**config.mk**
```make
export PLATFORM = sky130hd
export DESIGN_NAME = decode_queue
export DESIGN_NICKNAME = d
export VERILOG_FILES = /design/src/rtl/decode_queue.sv
export SDC_FILE = /design/constraint.sdc
export NUM_CORES = 1
export LEC_CHECK = 0
export ABC_CLOCK_PERIOD_IN_PS = 8000
export CAP_MARGIN = 20
export CORE_MARGIN = 3
export CORE_UTILIZATION = 36
export DETAILED_ROUTE_END_ITERATION = 12
export SLEW_MARGIN = 10
export SYNTH_ARGS = -nofsm -noshare
export SYNTH_HDL_FRONTEND = slang
export SYNTH_SLANG_ARGS = --single-unit
export TNS_END_PERCENT = 20
```
**constraint.sdc**
```tcl
create_clock -name clk -period 8 [get_ports clk]
set_input_delay 1.2 -clock clk [delete_from_list [all_inputs] [get_ports clk]]
set_output_delay 1.2 -clock clk [all_outputs]
set_load 0.005 [all_outputs]
```
**src/rtl/decode_queue.sv**
```systemverilog
// RV32I decode stage: decodes each fetched word and buffers the decoded bundle
// in a small FIFO between fetch and execute, with valid/ready on both sides.
package decode_queue_pkg;
  localparam logic [4:0] ALU_X    = 5'd0;
  localparam logic [4:0] ALU_ADD  = 5'd1;
  localparam logic [4:0] ALU_SUB  = 5'd2;
  localparam logic [4:0] ALU_AND  = 5'd3;
  localparam logic [4:0] ALU_OR   = 5'd4;
  localparam logic [4:0] ALU_XOR  = 5'd5;
  localparam logic [4:0] ALU_SLL  = 5'd6;
  localparam logic [4:0] ALU_SRL  = 5'd7;
  localparam logic [4:0] ALU_SRA  = 5'd8;
  localparam logic [4:0] ALU_SLT  = 5'd9;
  localparam logic [4:0] ALU_SLTU = 5'd10;
  localparam logic [4:0] BR_BEQ   = 5'd11;
  localparam logic [4:0] BR_BNE   = 5'd12;
  localparam logic [4:0] BR_BLT   = 5'd13;
  localparam logic [4:0] BR_BGE   = 5'd14;
  localparam logic [4:0] BR_BLTU  = 5'd15;
  localparam logic [4:0] BR_BGEU  = 5'd16;
  localparam logic [4:0] ALU_JALR = 5'd17;

  localparam logic [1:0] OP1_X   = 2'd0;
  localparam logic [1:0] OP1_RS1 = 2'd1;
  localparam logic [1:0] OP1_PC  = 2'd2;

  localparam logic [2:0] OP2_X   = 3'd0;
  localparam logic [2:0] OP2_RS2 = 3'd1;
  localparam logic [2:0] OP2_IMI = 3'd2;
  localparam logic [2:0] OP2_IMS = 3'd3;
  localparam logic [2:0] OP2_IMJ = 3'd4;
  localparam logic [2:0] OP2_IMU = 3'd5;

  localparam logic [2:0] WB_X   = 3'd0;
  localparam logic [2:0] WB_ALU = 3'd1;
  localparam logic [2:0] WB_MEM = 3'd2;
  localparam logic [2:0] WB_PC  = 3'd3;

  localparam logic MEN_X = 1'b0;
  localparam logic MEN_S = 1'b1;
  localparam logic REN_X = 1'b0;
  localparam logic REN_S = 1'b1;

  typedef struct packed {
    logic [31:0] imm;
    logic [4:0]  op1_addr;
    logic [4:0]  op2_addr;
    logic [4:0]  rd_addr;
    logic [4:0]  exe_fun;
    logic [1:0]  op1;
    logic [2:0]  op2;
    logic [2:0]  wb_sel;
    logic        mem_wen;
    logic        rf_wen;
    logic [1:0]  mem_size;
    logic        mem_unsigned;
    logic        illegal;
    logic [1:0]  sys;
  } dec_t;
endpackage

module decode_queue
  import decode_queue_pkg::*;
#(
  parameter int DEPTH = 4,
  parameter int PC_W  = 32
) (
  input  logic                    clk,
  input  logic                    rst,
  input  logic                    flush,
  input  logic                    in_valid,
  output logic                    in_ready,
  input  logic [31:0]             in_inst,
  input  logic [PC_W-1:0]         in_pc,
  output logic                    out_valid,
  input  logic                    out_ready,
  output logic [PC_W-1:0]         out_pc,
  output logic [31:0]             out_imm,
  output logic [4:0]              out_op1_addr,
  output logic [4:0]              out_op2_addr,
  output logic [4:0]              out_rd_addr,
  output logic [4:0]              out_exe_fun,
  output logic [1:0]              out_op1,
  output logic [2:0]              out_op2,
  output logic [2:0]              out_wb_sel,
  output logic                    out_mem_wen,
  output logic                    out_rf_wen,
  output logic [1:0]              out_mem_size,
  output logic                    out_mem_unsigned,
  output logic                    out_illegal,
  output logic [1:0]              out_sys,
  output logic [$clog2(DEPTH):0]  count
);
  localparam int AW = $clog2(DEPTH);
  localparam int CW = AW + 1;

  logic [6:0]  opcode;
  logic [2:0]  funct3;
  logic [6:0]  funct7;
  logic [31:0] imm_i, imm_s, imm_b, imm_u, imm_j;
  logic        dec_illegal;
  dec_t        dec;

  assign opcode = in_inst[6:0];
  assign funct3 = in_inst[14:12];
  assign funct7 = in_inst[31:25];
  assign imm_i  = {{20{in_inst[31]}}, in_inst[31:20]};
  assign imm_s  = {{20{in_inst[31]}}, in_inst[31:25], in_inst[11:7]};
  assign imm_b  = {{19{in_inst[31]}}, in_inst[31], in_inst[7], in_inst[30:25], in_inst[11:8], 1'b0};
  assign imm_u  = {in_inst[31:12], 12'b0};
  assign imm_j  = {{11{in_inst[31]}}, in_inst[31], in_inst[19:12], in_inst[20], in_inst[30:21], 1'b0};

  always_comb begin
    dec          = '0;
    dec.op1_addr = in_inst[19:15];
    dec.op2_addr = in_inst[24:20];
    dec.rd_addr  = in_inst[11:7];
    dec.exe_fun  = ALU_X;
    dec.op1      = OP1_X;
    dec.op2      = OP2_X;
    dec.wb_sel   = WB_X;
    dec.mem_wen  = MEN_X;
    dec.rf_wen   = REN_X;
    dec_illegal  = 1'b0;
    case (opcode)
      7'b0110111: begin
        dec.imm = imm_u; dec.exe_fun = ALU_ADD; dec.op2 = OP2_IMU;
        dec.wb_sel = WB_ALU; dec.rf_wen = REN_S;
      end
      7'b0010111: begin
        dec.imm = imm_u; dec.exe_fun = ALU_ADD; dec.op1 = OP1_PC; dec.op2 = OP2_IMU;
        dec.wb_sel = WB_ALU; dec.rf_wen = REN_S;
      end
      7'b1101111: begin
        dec.imm = imm_j; dec.exe_fun = ALU_ADD; dec.op1 = OP1_PC; dec.op2 = OP2_IMJ;
        dec.wb_sel = WB_PC; dec.rf_wen = REN_S;
      end
      7'b1100111: begin
        dec.imm = imm_i; dec.exe_fun = ALU_JALR; dec.op1 = OP1_RS1; dec.op2 = OP2_IMI;
        dec.wb_sel = WB_PC; dec.rf_wen = REN_S;
        dec_illegal = (funct3 != 3'b000);
      end
      7'b1100011: begin
        dec.imm = imm_b; dec.op1 = OP1_RS1; dec.op2 = OP2_RS2;
        case (funct3)
          3'b000:  dec.exe_fun = BR_BEQ;
          3'b001:  dec.exe_fun = BR_BNE;
          3'b100:  dec.exe_fun = BR_BLT;
          3'b101:  dec.exe_fun = BR_BGE;
          3'b110:  dec.exe_fun = BR_BLTU;
          3'b111:  dec.exe_fun = BR_BGEU;
          default: dec_illegal = 1'b1;
        endcase
      end
      7'b0000011: begin
        dec.imm = imm_i; dec.exe_fun = ALU_ADD; dec.op1 = OP1_RS1; dec.op2 = OP2_IMI;
        dec.wb_sel = WB_MEM; dec.rf_wen = REN_S;
        dec.mem_size = funct3[1:0]; dec.mem_unsigned = funct3[2];
        dec_illegal = (funct3[1:0] == 2'b11) || (funct3 == 3'b110);
      end
      7'b0100011: begin
        dec.imm = imm_s; dec.exe_fun = ALU_ADD; dec.op1 = OP1_RS1; dec.op2 = OP2_IMS;
        dec.mem_wen = MEN_S; dec.mem_size = funct3[1:0];
        dec_illegal = funct3[2] || (funct3[1:0] == 2'b11);
      end
      7'b0010011: begin
        dec.imm = imm_i; dec.op1 = OP1_RS1; dec.op2 = OP2_IMI;
        dec.wb_sel = WB_ALU; dec.rf_wen = REN_S;
        case (funct3)
          3'b000: dec.exe_fun = ALU_ADD;
          3'b010: dec.exe_fun = ALU_SLT;
          3'b011: dec.exe_fun = ALU_SLTU;
          3'b100: dec.exe_fun = ALU_XOR;
          3'b110: dec.exe_fun = ALU_OR;
          3'b111: dec.exe_fun = ALU_AND;
          3'b001: begin
            dec.exe_fun = ALU_SLL;
            dec_illegal = (funct7 != 7'b0000000);
          end
          default: begin
            dec.exe_fun = funct7[5] ? ALU_SRA : ALU_SRL;
            dec_illegal = (funct7 != 7'b0000000) && (funct7 != 7'b0100000);
          end
        endcase
      end
      7'b0110011: begin
        dec.op1 = OP1_RS1; dec.op2 = OP2_RS2; dec.wb_sel = WB_ALU; dec.rf_wen = REN_S;
        if (funct7 == 7'b0000000) begin
          case (funct3)
            3'b000:  dec.exe_fun = ALU_ADD;
            3'b001:  dec.exe_fun = ALU_SLL;
            3'b010:  dec.exe_fun = ALU_SLT;
            3'b011:  dec.exe_fun = ALU_SLTU;
            3'b100:  dec.exe_fun = ALU_XOR;
            3'b101:  dec.exe_fun = ALU_SRL;
            3'b110:  dec.exe_fun = ALU_OR;
            default: dec.exe_fun = ALU_AND;
          endcase
        end else if (funct7 == 7'b0100000 && funct3 == 3'b000) begin
          dec.exe_fun = ALU_SUB;
        end else if (funct7 == 7'b0100000 && funct3 == 3'b101) begin
          dec.exe_fun = ALU_SRA;
        end else begin
          dec_illegal = 1'b1;
        end
      end
      7'b0001111: ;
      7'b1110011: begin
        if (in_inst == 32'h0000_0073)      dec.sys = 2'b01;
        else if (in_inst == 32'h0010_0073) dec.sys = 2'b10;
        else                               dec_illegal = 1'b1;
      end
      default: dec_illegal = 1'b1;
    endcase
    // Illegal words keep only their raw register fields so the trap handler sees them.
    if (dec_illegal) begin
      dec.imm = '0; dec.exe_fun = ALU_X; dec.op1 = OP1_X; dec.op2 = OP2_X;
      dec.wb_sel = WB_X; dec.mem_wen = MEN_X; dec.rf_wen = REN_X;
      dec.mem_size = 2'b00; dec.mem_unsigned = 1'b0; dec.sys = 2'b00;
    end
    dec.illegal = dec_illegal;
    if (dec.rf_wen == REN_S && dec.rd_addr == 5'd0) dec.rf_wen = REN_X;
  end

  logic [AW-1:0] wr_ptr_q, wr_ptr_d, rd_ptr_q, rd_ptr_d;
  logic [CW-1:0] count_q, count_d;
  logic          push, pop;
  dec_t          mem_q    [DEPTH];
  logic [PC_W-1:0] pc_mem_q [DEPTH];

  assign in_ready  = (count_q < CW'(DEPTH));
  assign out_valid = (count_q != '0);
  assign push      = in_valid && in_ready;
  assign pop       = out_valid && out_ready;

  always_comb begin
    wr_ptr_d = wr_ptr_q;
    rd_ptr_d = rd_ptr_q;
    count_d  = count_q;
    if (flush) begin
      wr_ptr_d = '0;
      rd_ptr_d = '0;
      count_d  = '0;
    end else begin
      if (push) wr_ptr_d = wr_ptr_q + AW'(1);
      if (pop)  rd_ptr_d = rd_ptr_q + AW'(1);
      count_d = count_q + CW'(push) - CW'(pop);
    end
  end

  always_ff @(posedge clk or posedge rst) begin
    if (rst) begin
      wr_ptr_q <= '0;
      rd_ptr_q <= '0;
      count_q  <= '0;
    end else begin
      wr_ptr_q <= wr_ptr_d;
      rd_ptr_q <= rd_ptr_d;
      count_q  <= count_d;
    end
  end

  // Asynchronous read keeps the one-cycle push-to-head latency for an empty queue.
  always_ff @(posedge clk) begin
    if (push && !flush) begin
      mem_q[wr_ptr_q]    <= dec;
      pc_mem_q[wr_ptr_q] <= in_pc;
    end
  end

  dec_t head;
  // Every *_X code is zero, so gating the head to '0 yields the idle bundle.
  assign head             = out_valid ? mem_q[rd_ptr_q] : '0;
  assign out_pc           = out_valid ? pc_mem_q[rd_ptr_q] : '0;
  assign out_imm          = head.imm;
  assign out_op1_addr     = head.op1_addr;
  assign out_op2_addr     = head.op2_addr;
  assign out_rd_addr      = head.rd_addr;
  assign out_exe_fun      = head.exe_fun;
  assign out_op1          = head.op1;
  assign out_op2          = head.op2;
  assign out_wb_sel       = head.wb_sel;
  assign out_mem_wen      = head.mem_wen;
  assign out_rf_wen       = head.rf_wen;
  assign out_mem_size     = head.mem_size;
  assign out_mem_unsigned = head.mem_unsigned;
  assign out_illegal      = head.illegal;
  assign out_sys          = head.sys;
  assign count            = count_q;
endmodule

```
==> run_results.csv, run 1 <==
group,metric,value,unit
status,status,"finished clean",
sta,rsz0062_at_grt,"false",
floorplanning,die_area,48800,µm²
logic_synthesis,synth_top_family_by_area,"multiplexers",
hold_path,hp-class,"register to register",
sta,fmax,212,MHz
detailed_routing,route.detailed.drc,0,
worst_setup_path,cp_num_buf_inv,2,
detailed_routing,ant_nets,0,
logic_synthesis,synth-xor-area-share,0.263,%
worst_setup_path,slowest_delay,0.87,ns
logic_synthesis,synthMuxAreaShare,13.4,%
pwr,irDropWorstVdd,0.000461,V
clock_tree,postCtsSetupRepairBufs,0,
sta,hold_violations,0,
worst_setup_path,arrival,3.52,ns
logic_synthesis,synthSimpleGateAreaFrac,8.86,%
clock_tree,clk_latency,0.58,ns
clock_tree,ctsLongestPathBuffers,3,
global_routing,grt_pass1_vias,9056,
logic_synthesis,synthCells,884,
cells_and_area,num-fill-cells,3980,
clock_tree,cts_hold_buf,0,
placement,post-place-cells,1612,
worst_setup_path,worst_setup_path_start_kind,"register",
worst_setup_path,path_depth,4,
worst_setup_path,r2r-start,"count[2]$_DFF_PP0_",
placement,port-buffer-count,172,
sta,whs,0.621,ns
clock_tree,root_buffer,"clkbuf_16",
cells_and_area,mostFrequentLayoutCells,"396 x edfxtp_1, 172 x clkdlybuf4s50_1, 102 x and2_1",
worst_setup_path,timing.rr.end,"mem_q[2][38]$_DFFE_PP_",
detailed_routing,viasPerCell,5.12,
cells_and_area,fin_nets,1136,
pwr,swShare,25.4,%
logic_synthesis,synthAdderAreaFrac,0.571,%
detailed_routing,avgRoutedWirePerCell,22.5,µm
cells_and_area,area_growth,23.5,%
pwr,pwr-share-comb,26.0,%
clock_tree,cts_resized,0,
worst_setup_path,cp.required,6.80,ns
worst_setup_path,critPathTopFamily,"buffers and inverters",
clock_tree,numCtsBuffers,45,
worst_setup_path,crit_path_end,"out_exe_fun[4]",
sta,finalSetupViolations,0,
clock_tree,clk_pin_slew_worst_paths,0.06,ns
pwr,p_leak,6.27,nW
logic_synthesis,synth-main-ff-cell,"edfxtp_1",
logic_synthesis,postSynthRegisterBits,403,
detailed_routing,first_pass_iters,5,
logic_synthesis,ys_seq_area_share,72.5,%
pwr,p_switching,0.00159,W
sta,tightest_slew,1.11,ns
placement,gp_congestion,0.791,
flow_run,maxCapViolCount,0,
clock_tree,clkSinkCount,403,
floorplanning,core-area,45500,µm²
worst_setup_path,cp_max_fo,61,
worst_setup_path,ff2ff_setup_slack,4.98,ns
floorplanning,die_width,221,µm
global_routing,antenna_found_initial,5,
sta,finalCriticalPeriod,4.72,ns
sta,period_share,59.0,%
sta,fin_worst_skew,0.0216,ns
worst_setup_path,critPathKind,"register to primary output",
logic_synthesis,synthDistinctLibCells,54,
worst_setup_path,cp_slowest_cell,"dfrtp_4",
cells_and_area,final_cell_count_no_fill,1699,
worst_setup_path,crit_chain,"buf_4 -> mux4_2 -> and2_1 -> clkdlybuf4s50_1",
pwr,p_int,0.00465,W
logic_synthesis,syn-num-nets,960,
logic_synthesis,synth_compound_area_share,2.65,%
pwr,pwr-share-seq,39.7,%
worst_setup_path,critPathLaunch,"rd_ptr_q[1]$_DFFE_PP0P_",
sta,setup_tns,0,ns
detailed_routing,vias,8695,
placement,place_hpwl,22500,µm
sta,final_max_slew_viol_count,0,
sta,relSlewSlack,26.3,%
floorplanning,initial_core_util,36.6,%
logic_synthesis,async_flop_share,1.74,%
global_routing,grt_pass1_wl,58300,µm
logic_synthesis,synth_edf_count,396,
global_routing,grt_start_max_net_pins,102,
cells_and_area,layout_commonest_cell,"edfxtp_1",
logic_synthesis,ys_warn_count,0,
floorplanning,die_h,221,µm
worst_setup_path,reg2regPathDepth,5,
global_routing,gr-total-overflow,0,
floorplanning,io_pins,174,
detailed_routing,drtIter0Drc,567,
logic_synthesis,syn_area,16600,µm²
clock_tree,cts_max_level,2,
pwr,power.share.clock,34.3,%
global_routing,track_usage,15.6,%
worst_setup_path,critical_path.endpoint_type,"primary output",
pwr,power_density,304,nW/µm²
clock_tree,cts_tree,"yes",
detailed_routing,routed_wl,38200,µm
cells_and_area,drive_gt1_share,19.5,%
logic_synthesis,postSynthAreaPerCell,18.8,µm²
floorplanning,row_count,78,
-- kinds of logic (layout without fill, tap and decap cells) --
kind of cell	Yosys count	in the layout
xor gates and xnor gates	5	5
muxes	99	99
and+or+nand+nor	244	244
AOI/OAI and AO/OA	62	62
adders and majority gates	7	7
other	1	3
buffers and inverters	63	276
DFF	403	403
-- state kept, by name (all words and copies together), names as in the netlist --
register,count
pc_mem_q,128
count,3
rd_ptr_q,2
mem_q,268
wr_ptr_q,2
-- how the worst min path moves through the flow --
stage                                       start                       to  slack, ns  cells after the start
after global routing      wr_ptr_q[0]$_DFFE_PP0P_  wr_ptr_q[0]$_DFFE_PP0P_       0.65                      2
after detailed placement  wr_ptr_q[0]$_DFFE_PP0P_  wr_ptr_q[0]$_DFFE_PP0P_       0.61                      2
after CTS                 wr_ptr_q[0]$_DFFE_PP0P_  wr_ptr_q[0]$_DFFE_PP0P_       0.63                      2
after floorplan           wr_ptr_q[0]$_DFFE_PP0P_  wr_ptr_q[0]$_DFFE_PP0P_       0.56                      2
final                     wr_ptr_q[0]$_DFFE_PP0P_  wr_ptr_q[0]$_DFFE_PP0P_       0.62                      2
after global placement    wr_ptr_q[0]$_DFFE_PP0P_  wr_ptr_q[0]$_DFFE_PP0P_       0.60                      2
-- per-stage QoR --
step | util (%) | total power (W) | setup WS [ns] | area (µm²)
floorplan | - | 0.00332 | 3.54 | 16600
global placement | 41.7 | 0.00418 | 3.44 | 19000
detailed placement | 41.7 | 0.00418 | 3.30 | 19000
CTS | 45.1 | 0.00634 | 3.21 | 20500
global route | 45.2 | 0.00655 | 3.14 | 20600
finish | 45.2 | 0.00624 | 3.28 | 20600
-- metal layers --
layer	share of wire, %	wire length (µm)	global-route usage [%]
met5	0.071	27	0
met4	1.8	671	4.28
met3	7.0	2670	3.97
met2	47	17900	24.1
met1	44	16900	22.1
-- cell usage after synthesis, drive strengths merged (3+ instances only) --
cell type / number / area share, %
ha: 6 / 0.45
and2: 106 / 4.0
inv: 11 / 0.25
nand4: 3 / 0.11
mux4: 99 / 13
a221oi: 3 / 0.27
xnor2: 3 / 0.16
nor2: 49 / 2.0
a22oi: 6 / 0.27
a31oi: 3 / 0.11
edfxtp: 396 / 71
nand2b: 4 / 0.15
o21ai: 4 / 0.12
nor2b: 9 / 0.34
nand2: 42 / 0.95
nor4: 6 / 0.35
dfrtp: 7 / 1.1
nor3: 7 / 0.21
a21oi: 32 / 1.2
clkbuf: 33 / 0.74
or3: 5 / 0.22
buf: 19 / 0.74
-- layout make-up --
| cell class | instances | area [µm²] | share of cell area (%) |
|---|---|---|---|
| multi-input cells | 418 | 4310 | 21.0 |
| clock buffers | 54 | 1170 | 5.69 |
| well taps | 600 | 751 | 3.65 |
| flip-flops and latches | 403 | 12100 | 58.7 |
| clock inverters | 30 | 389 | 1.89 |
| inverters | 11 | 41.3 | 0.201 |
| repair buffers | 181 | 1820 | 8.86 |
| diodes | 2 | 5.00 | 0.0243 |
-- power groups by stage --
stage               clock network, W  registers, W  logic [W]
floorplan                          0       0.00249   0.000832
global placement                   0       0.00252    0.00165
detailed placement                 0       0.00253    0.00165
CTS                          0.00220       0.00248    0.00166
global route                 0.00229       0.00249    0.00177
finish                       0.00214       0.00248    0.00162
-- tightest hold or removal path, cell delays in order (launching register included) --
cell     delay [ns]
dfrtp_1        0.41
xnor2_1        0.14
nor2_1         0.04
Power figures use the tool's default switching activity.
==> run 2, diff against run 1 <==
- ABC_CLOCK_PERIOD_IN_PS: 8000 -> 4600
- clock period: 8 -> 4.6 ns (I/O delays scaled with it)
==> run 2 against run 1 <==
Design area rose by 0.25%. First-iteration DRC count rose by 19%. Sequential share of layout area fell by 0.15 points. Flip-flop and latch count did not move. Final cell count rose by 0.47%. Worst setup slack got worse by 2.4 ns. Hold slack got worse by 0.25 ns. Core utilization rose by 0.11 points. Register-to-register slack got worse by 3.0 ns. Critical path depth did not move. Via count rose by 1.2%. Combinational power rose by 75%. Critical path type unchanged. Critical endpoint unchanged. Largest power group unchanged.
==> run_results.csv, run 2 (synthesized netlist as in run 1, its figures left out) <==
group,metric,value,unit
status,status,"finished clean",
floorplanning,row_count,78,
clock_tree,cts_hold_buf,0,
pwr,p_switching,0.00271,W
global_routing,grt_pass1_vias,9164,
detailed_routing,ant_nets,0,
sta,setup_slack,0.919,ns
worst_setup_path,r2r-start,"count[2]$_DFF_PP0_",
sta,finalCriticalPeriod,3.68,ns
worst_setup_path,ff2ff_setup_slack,2.00,ns
worst_setup_path,cp_slowest_cell,"dfrtp_4",
pwr,pwr-share-comb,26.9,%
sta,hold_violations,0,
floorplanning,die_h,221,µm
placement,post-place-cells,1628,
global_routing,antenna_found_initial,2,
placement,gp_congestion,0.796,
global_routing,grt_start_max_net_pins,102,
sta,final_max_slew_viol_count,0,
placement,port-buffer-count,172,
floorplanning,die_width,221,µm
sta,period_share,80.0,%
floorplanning,io_pins,174,
cells_and_area,final_cell_count_no_fill,1707,
cells_and_area,mostFrequentLayoutCells,"396 x edfxtp_1, 172 x clkdlybuf4s50_1, 102 x and2_1",
cells_and_area,largest_reg_flops,268,
worst_setup_path,arrival,2.99,ns
detailed_routing,vias,8798,
pwr,swShare,25.7,%
pwr,power_density,510,nW/µm²
cells_and_area,layout_commonest_cell,"edfxtp_1",
clock_tree,cts_resized,0,
detailed_routing,route.detailed.drc,0,
clock_tree,postCtsSetupRepairBufs,0,
clock_tree,clk_pin_slew_worst_paths,0.06,ns
detailed_routing,drtIter0Drc,672,
cells_and_area,area_growth,23.8,%
worst_setup_path,cp_max_fo,28,
worst_setup_path,critical_path.endpoint_type,"primary output",
clock_tree,cts_max_level,2,
clock_tree,root_buffer,"clkbuf_16",
flow_run,maxCapViolCount,0,
detailed_routing,routed_wl,38300,µm
detailed_routing,viasPerCell,5.15,
worst_setup_path,critPathLaunch,"rd_ptr_q[0]$_DFFE_PP0P_",
detailed_routing,avgRoutedWirePerCell,22.5,µm
worst_setup_path,cp.required,3.91,ns
clock_tree,numCtsBuffers,43,
pwr,p_int,0.00781,W
clock_tree,ctsLongestPathBuffers,3,
sta,relSlewSlack,50.7,%
pwr,pwr-share-seq,41.3,%
global_routing,gr-total-overflow,0,
worst_setup_path,crit_chain,"buf_12 -> mux4_2 -> and2_1 -> clkdlybuf4s50_1",
pwr,power.share.clock,31.8,%
sta,setup_tns,0,ns
floorplanning,initial_core_util,36.6,%
clock_tree,clkSinkCount,403,
cells_and_area,drive_gt1_share,20.5,%
placement,pre_cts_slack,0.605,ns
pwr,irDropWorstVdd,0.000735,V
cells_and_area,fin_nets,1150,
worst_setup_path,worst_setup_path_start_kind,"register",
worst_setup_path,critPathKind,"register to primary output",
floorplanning,core-area,45500,µm²
sta,fin_worst_skew,0.0139,ns
clock_tree,clk_latency,0.57,ns
cells_and_area,top_register,"mem_q",
detailed_routing,first_pass_iters,5,
floorplanning,die_area,48800,µm²
sta,fmax,272,MHz
hold_path,hp-class,"input port to async pin",
pwr,p_leak,6.29,nW
clock_tree,cts_tree,"yes",
global_routing,track_usage,15.8,%
global_routing,grt_pass1_wl,58900,µm
sta,finalSetupViolations,0,
worst_setup_path,slowest_delay,0.80,ns
sta,rsz0062_at_grt,"false",
placement,place_hpwl,23800,µm
sta,tightest_slew,0.739,ns
run 2: layer usage:
layer  global-route usage (%)  routed length (µm)  vias up  part of all wire, %
met5                        0                  13        -                0.034
met4                     4.55                 832        2                  2.2
met3                     3.41                2340       53                  6.1
met2                     24.9               18100      296                   47
met1                     22.3               17100     4568                   45
li1                         -                   -     3879                    -
run 2: final cells by class:
class                           count  area (µm²)
Clock buffer                       54        1120
Antenna cell                        2        5.00
Timing Repair Buffer              197        2070
Clock inverter                     22         248
Multi-Input combinational cell    418        4310
Sequential cell                   403       12100
Inverter                           11        41.3
Tap cell                          600         751
Fill cell                        3947       24900
run 2: through the flow:
stage | utilization, % | power [W] | hold WS, ns | cell area [µm²]
finish | 45.3 | 0.0105 | 0.374 | 20600
global route | 45.3 | 0.0110 | 0.384 | 20600
CTS | 45.2 | 0.0107 | 0.352 | 20600
detailed placement | 42.2 | 0.00730 | 0.616 | 19200
global placement | 42.2 | 0.00729 | 0.606 | 19200
floorplan | - | 0.00578 | 0.493 | 16600
run 2: power by group through the flow:
stage	Clock [W]	Sequential, W	Combinational (W)
2_1_floorplan	0	0.00433	0.00145
5_1_grt	0.00359	0.00437	0.00309
3_3_place_gp	0	0.00442	0.00287
6_report	0.00334	0.00434	0.00283
3_5_place_dp	0	0.00443	0.00288
4_1_cts	0.00343	0.00435	0.00289
run 2: path summary, 6_finish.rpt:
path	to	depth (start not counted)
worst max register to register	mem_q[0][65]$_DFFE_PP_	5
max in group asynchronous	rd_ptr_q[0]$_DFFE_PP0P_	2
min in group clk	wr_ptr_q[0]$_DFFE_PP0P_	2
worst min register to register	wr_ptr_q[0]$_DFFE_PP0P_	2
worst min-delay path	count[1]$_DFF_PP0_	2
worst max-delay path	out_exe_fun[4]	4
run 2: worst max-delay path: cells and delay by family (launching register included):
kind	cells	cell delay [ns]
buf+inv	2	0.91
mux	1	0.52
simple gates	1	0.16
flops	1	0.80
==> run 3, diff against run 2 <==
- ABC_CLOCK_PERIOD_IN_PS: 4600 -> 3200
- clock period: 4.6 -> 3.2 ns (I/O delays scaled with it)
==> run 3 against run 2 <==
Power grew 41%. Register-to-register slack lost 1.4 ns. Critical path type unchanged. Worst setup slack lost 0.83 ns. Routed wire length grew 0.36%. Flip-flop and latch count is the same.
==> run_results.csv, run 3 (synthesized netlist as in run 1, its figures left out) <==
group,metric,value,unit
detailed_routing,routed_wl,38500,µm
detailed_routing,avgRoutedWirePerCell,21.9,µm
cells_and_area,mostFrequentLayoutCells,"396 x edfxtp_1, 168 x clkdlybuf4s50_1, 101 x and2_1",
placement,post-place-cells,1679,
sta,fmax,322,MHz
sta,setup_slack,0.0912,ns
cells_and_area,antenna_cells,0,
cells_and_area,layout_commonest_cell,"edfxtp_1",
cells_and_area,largest_reg_flops,268,
cells_and_area,top_register,"mem_q",
global_routing,gr-total-overflow,0,
worst_setup_path,cp.required,2.72,ns
status,status,"finished clean",
clock_tree,ctsLongestPathBuffers,3,
cells_and_area,num-fill-cells,3920,
detailed_routing,viasPerCell,5.06,
sta,rsz0062_at_grt,"true",
placement,place_hpwl,25300,µm
placement,port-buffer-count,172,
floorplanning,core-area,45500,µm²
sta,period_share,97.1,%
clock_tree,clkSinkCount,403,
flow_run,maxCapViolCount,0,
detailed_routing,first_pass_iters,4,
worst_setup_path,arrival,2.63,ns
clock_tree,cts_tree,"yes",
floorplanning,die_width,221,µm
sta,final_max_slew_viol_count,0,
worst_setup_path,critical_path.endpoint_type,"primary output",
clock_tree,cts_hold_buf,0,
worst_setup_path,worst_setup_path_start_kind,"register",
clock_tree,cts_max_level,2,
global_routing,track_usage,15.8,%
clock_tree,clk_pin_slew_worst_paths,0.06,ns
worst_setup_path,cp_max_fo,21,
pwr,p_leak,6.58,nW
clock_tree,numCtsBuffers,43,
detailed_routing,vias,8873,
floorplanning,die_h,221,µm
global_routing,antenna_found_initial,2,
sta,tightest_slew,0.514,ns
floorplanning,io_pins,174,
worst_setup_path,critPathKind,"register to primary output",
placement,gp_congestion,0.864,
clock_tree,root_buffer,"clkbuf_16",
detailed_routing,drtIter0Drc,739,
worst_setup_path,ff2ff_setup_slack,0.64,ns
detailed_routing,ant_nets,0,
detailed_routing,route.detailed.drc,0,
pwr,power_density,708,nW/µm²
cells_and_area,final_cell_count_no_fill,1755,
pwr,irDropWorstVdd,0.000638,V
floorplanning,initial_core_util,36.6,%
cells_and_area,drive_gt1_share,23.1,%
global_routing,grt_start_max_net_pins,68,
floorplanning,row_count,78,
cells_and_area,area_growth,26.2,%
floorplanning,die_area,48800,µm²
global_routing,grt_pass1_vias,9264,
sta,setup_tns,0,ns
sta,hold_violations,0,
hold_path,hp-class,"input port to async pin",
sta,fin_worst_skew,0.0264,ns
cells_and_area,fin_nets,1200,
sta,finalCriticalPeriod,3.11,ns
sta,finalSetupViolations,0,
sta,relSlewSlack,65.4,%
global_routing,grt_pass1_wl,58700,µm
placement,pre_cts_slack,-0.321,ns
clock_tree,clk_latency,0.58,ns
clock_tree,postCtsSetupRepairBufs,0,
==> run 3: cell types whose count changed in the layout (fill, tap and decap cells not counted), sizes merged <==
cell           delta
clkbuf            +7
clkdlybuf4s50     -4
bufinv            -4
diode             -2
clkinvlp          -2
dlymetal6s2s      +4
clkinv            -1
buf              +50
==> run 3: cell type report <==
class / count / area, µm² / area share [%]
Clock buffer: 61 / 1140 / 5.44
Clock inverter: 15 / 103 / 0.488
Inverter: 11 / 41.3 / 0.197
Multi-Input combinational cell: 418 / 4310 / 20.5
Sequential cell: 403 / 12100 / 57.5
Tap cell: 600 / 751 / 3.57
Timing Repair Buffer: 247 / 2590 / 12.3
==> run 3: layer usage <==
layer | vias up | wire length [µm] | GRT usage [%]
met5 | - | 17 | 0
met4 | 2 | 660 | 3.55
met3 | 51 | 2260 | 3.85
met2 | 257 | 18200 | 24.9
met1 | 4589 | 17400 | 22.5
li1 | 3974 | - | -
==> run 3: worst paths after layout <==
path	start	endpoint	depth (start not counted)
min	rst	count[0]$_DFF_PP0_	2
max in group asynchronous	rst	rd_ptr_q[0]$_DFFE_PP0P_	2
min in group clk	in_pc[10]	pc_mem_q[0][10]$_DFFE_PP_	1
min reg2reg	wr_ptr_q[0]$_DFFE_PP0P_	wr_ptr_q[0]$_DFFE_PP0P_	2
max reg2reg	count[1]$_DFF_PP0_	count[2]$_DFF_PP0_	9
max	rd_ptr_q[0]$_DFFE_PP0P_	out_imm[31]	5
==> run 3: metrics by stage <==
stage	hold WS [ns]	total power [W]	utilization, %	instance area, µm²
2_1_floorplan	0.283	0.00830	-	16600
6_report	0.178	0.0149	46.2	21000
3_3_place_gp	0.596	0.0106	43.4	19700
3_5_place_dp	0.594	0.0107	43.4	19700
4_1_cts	0.153	0.0152	46.2	21000
5_1_grt	0.195	0.0156	46.2	21000
==> run 3: what timing repair did <==
item,4_1_cts,5_1_grt
gates resized for setup,2,6
endpoints found under the setup margin,2,28
hold endpoints to repair,0,0
==> run 3: worst max-delay path, cell delays in order (launching register included) <==
cell and delay (ns):
dfrtp_4 0.47, buf_16 0.22, buf_4 0.18, mux4_2 0.48
and2_1 0.17, clkdlybuf4s50_1 0.53
==> run 3: where the power goes <==
| group | internal (W) | switching [W] | total [W] |
|---|---|---|---|
| combinational | 0.00247 | 0.00185 | 0.00432 |
| sequential | 0.00605 | 0.0000819 | 0.00613 |
| clock | 0.00249 | 0.00194 | 0.00444 |
| total | 0.0110 | 0.00387 | 0.0149 |
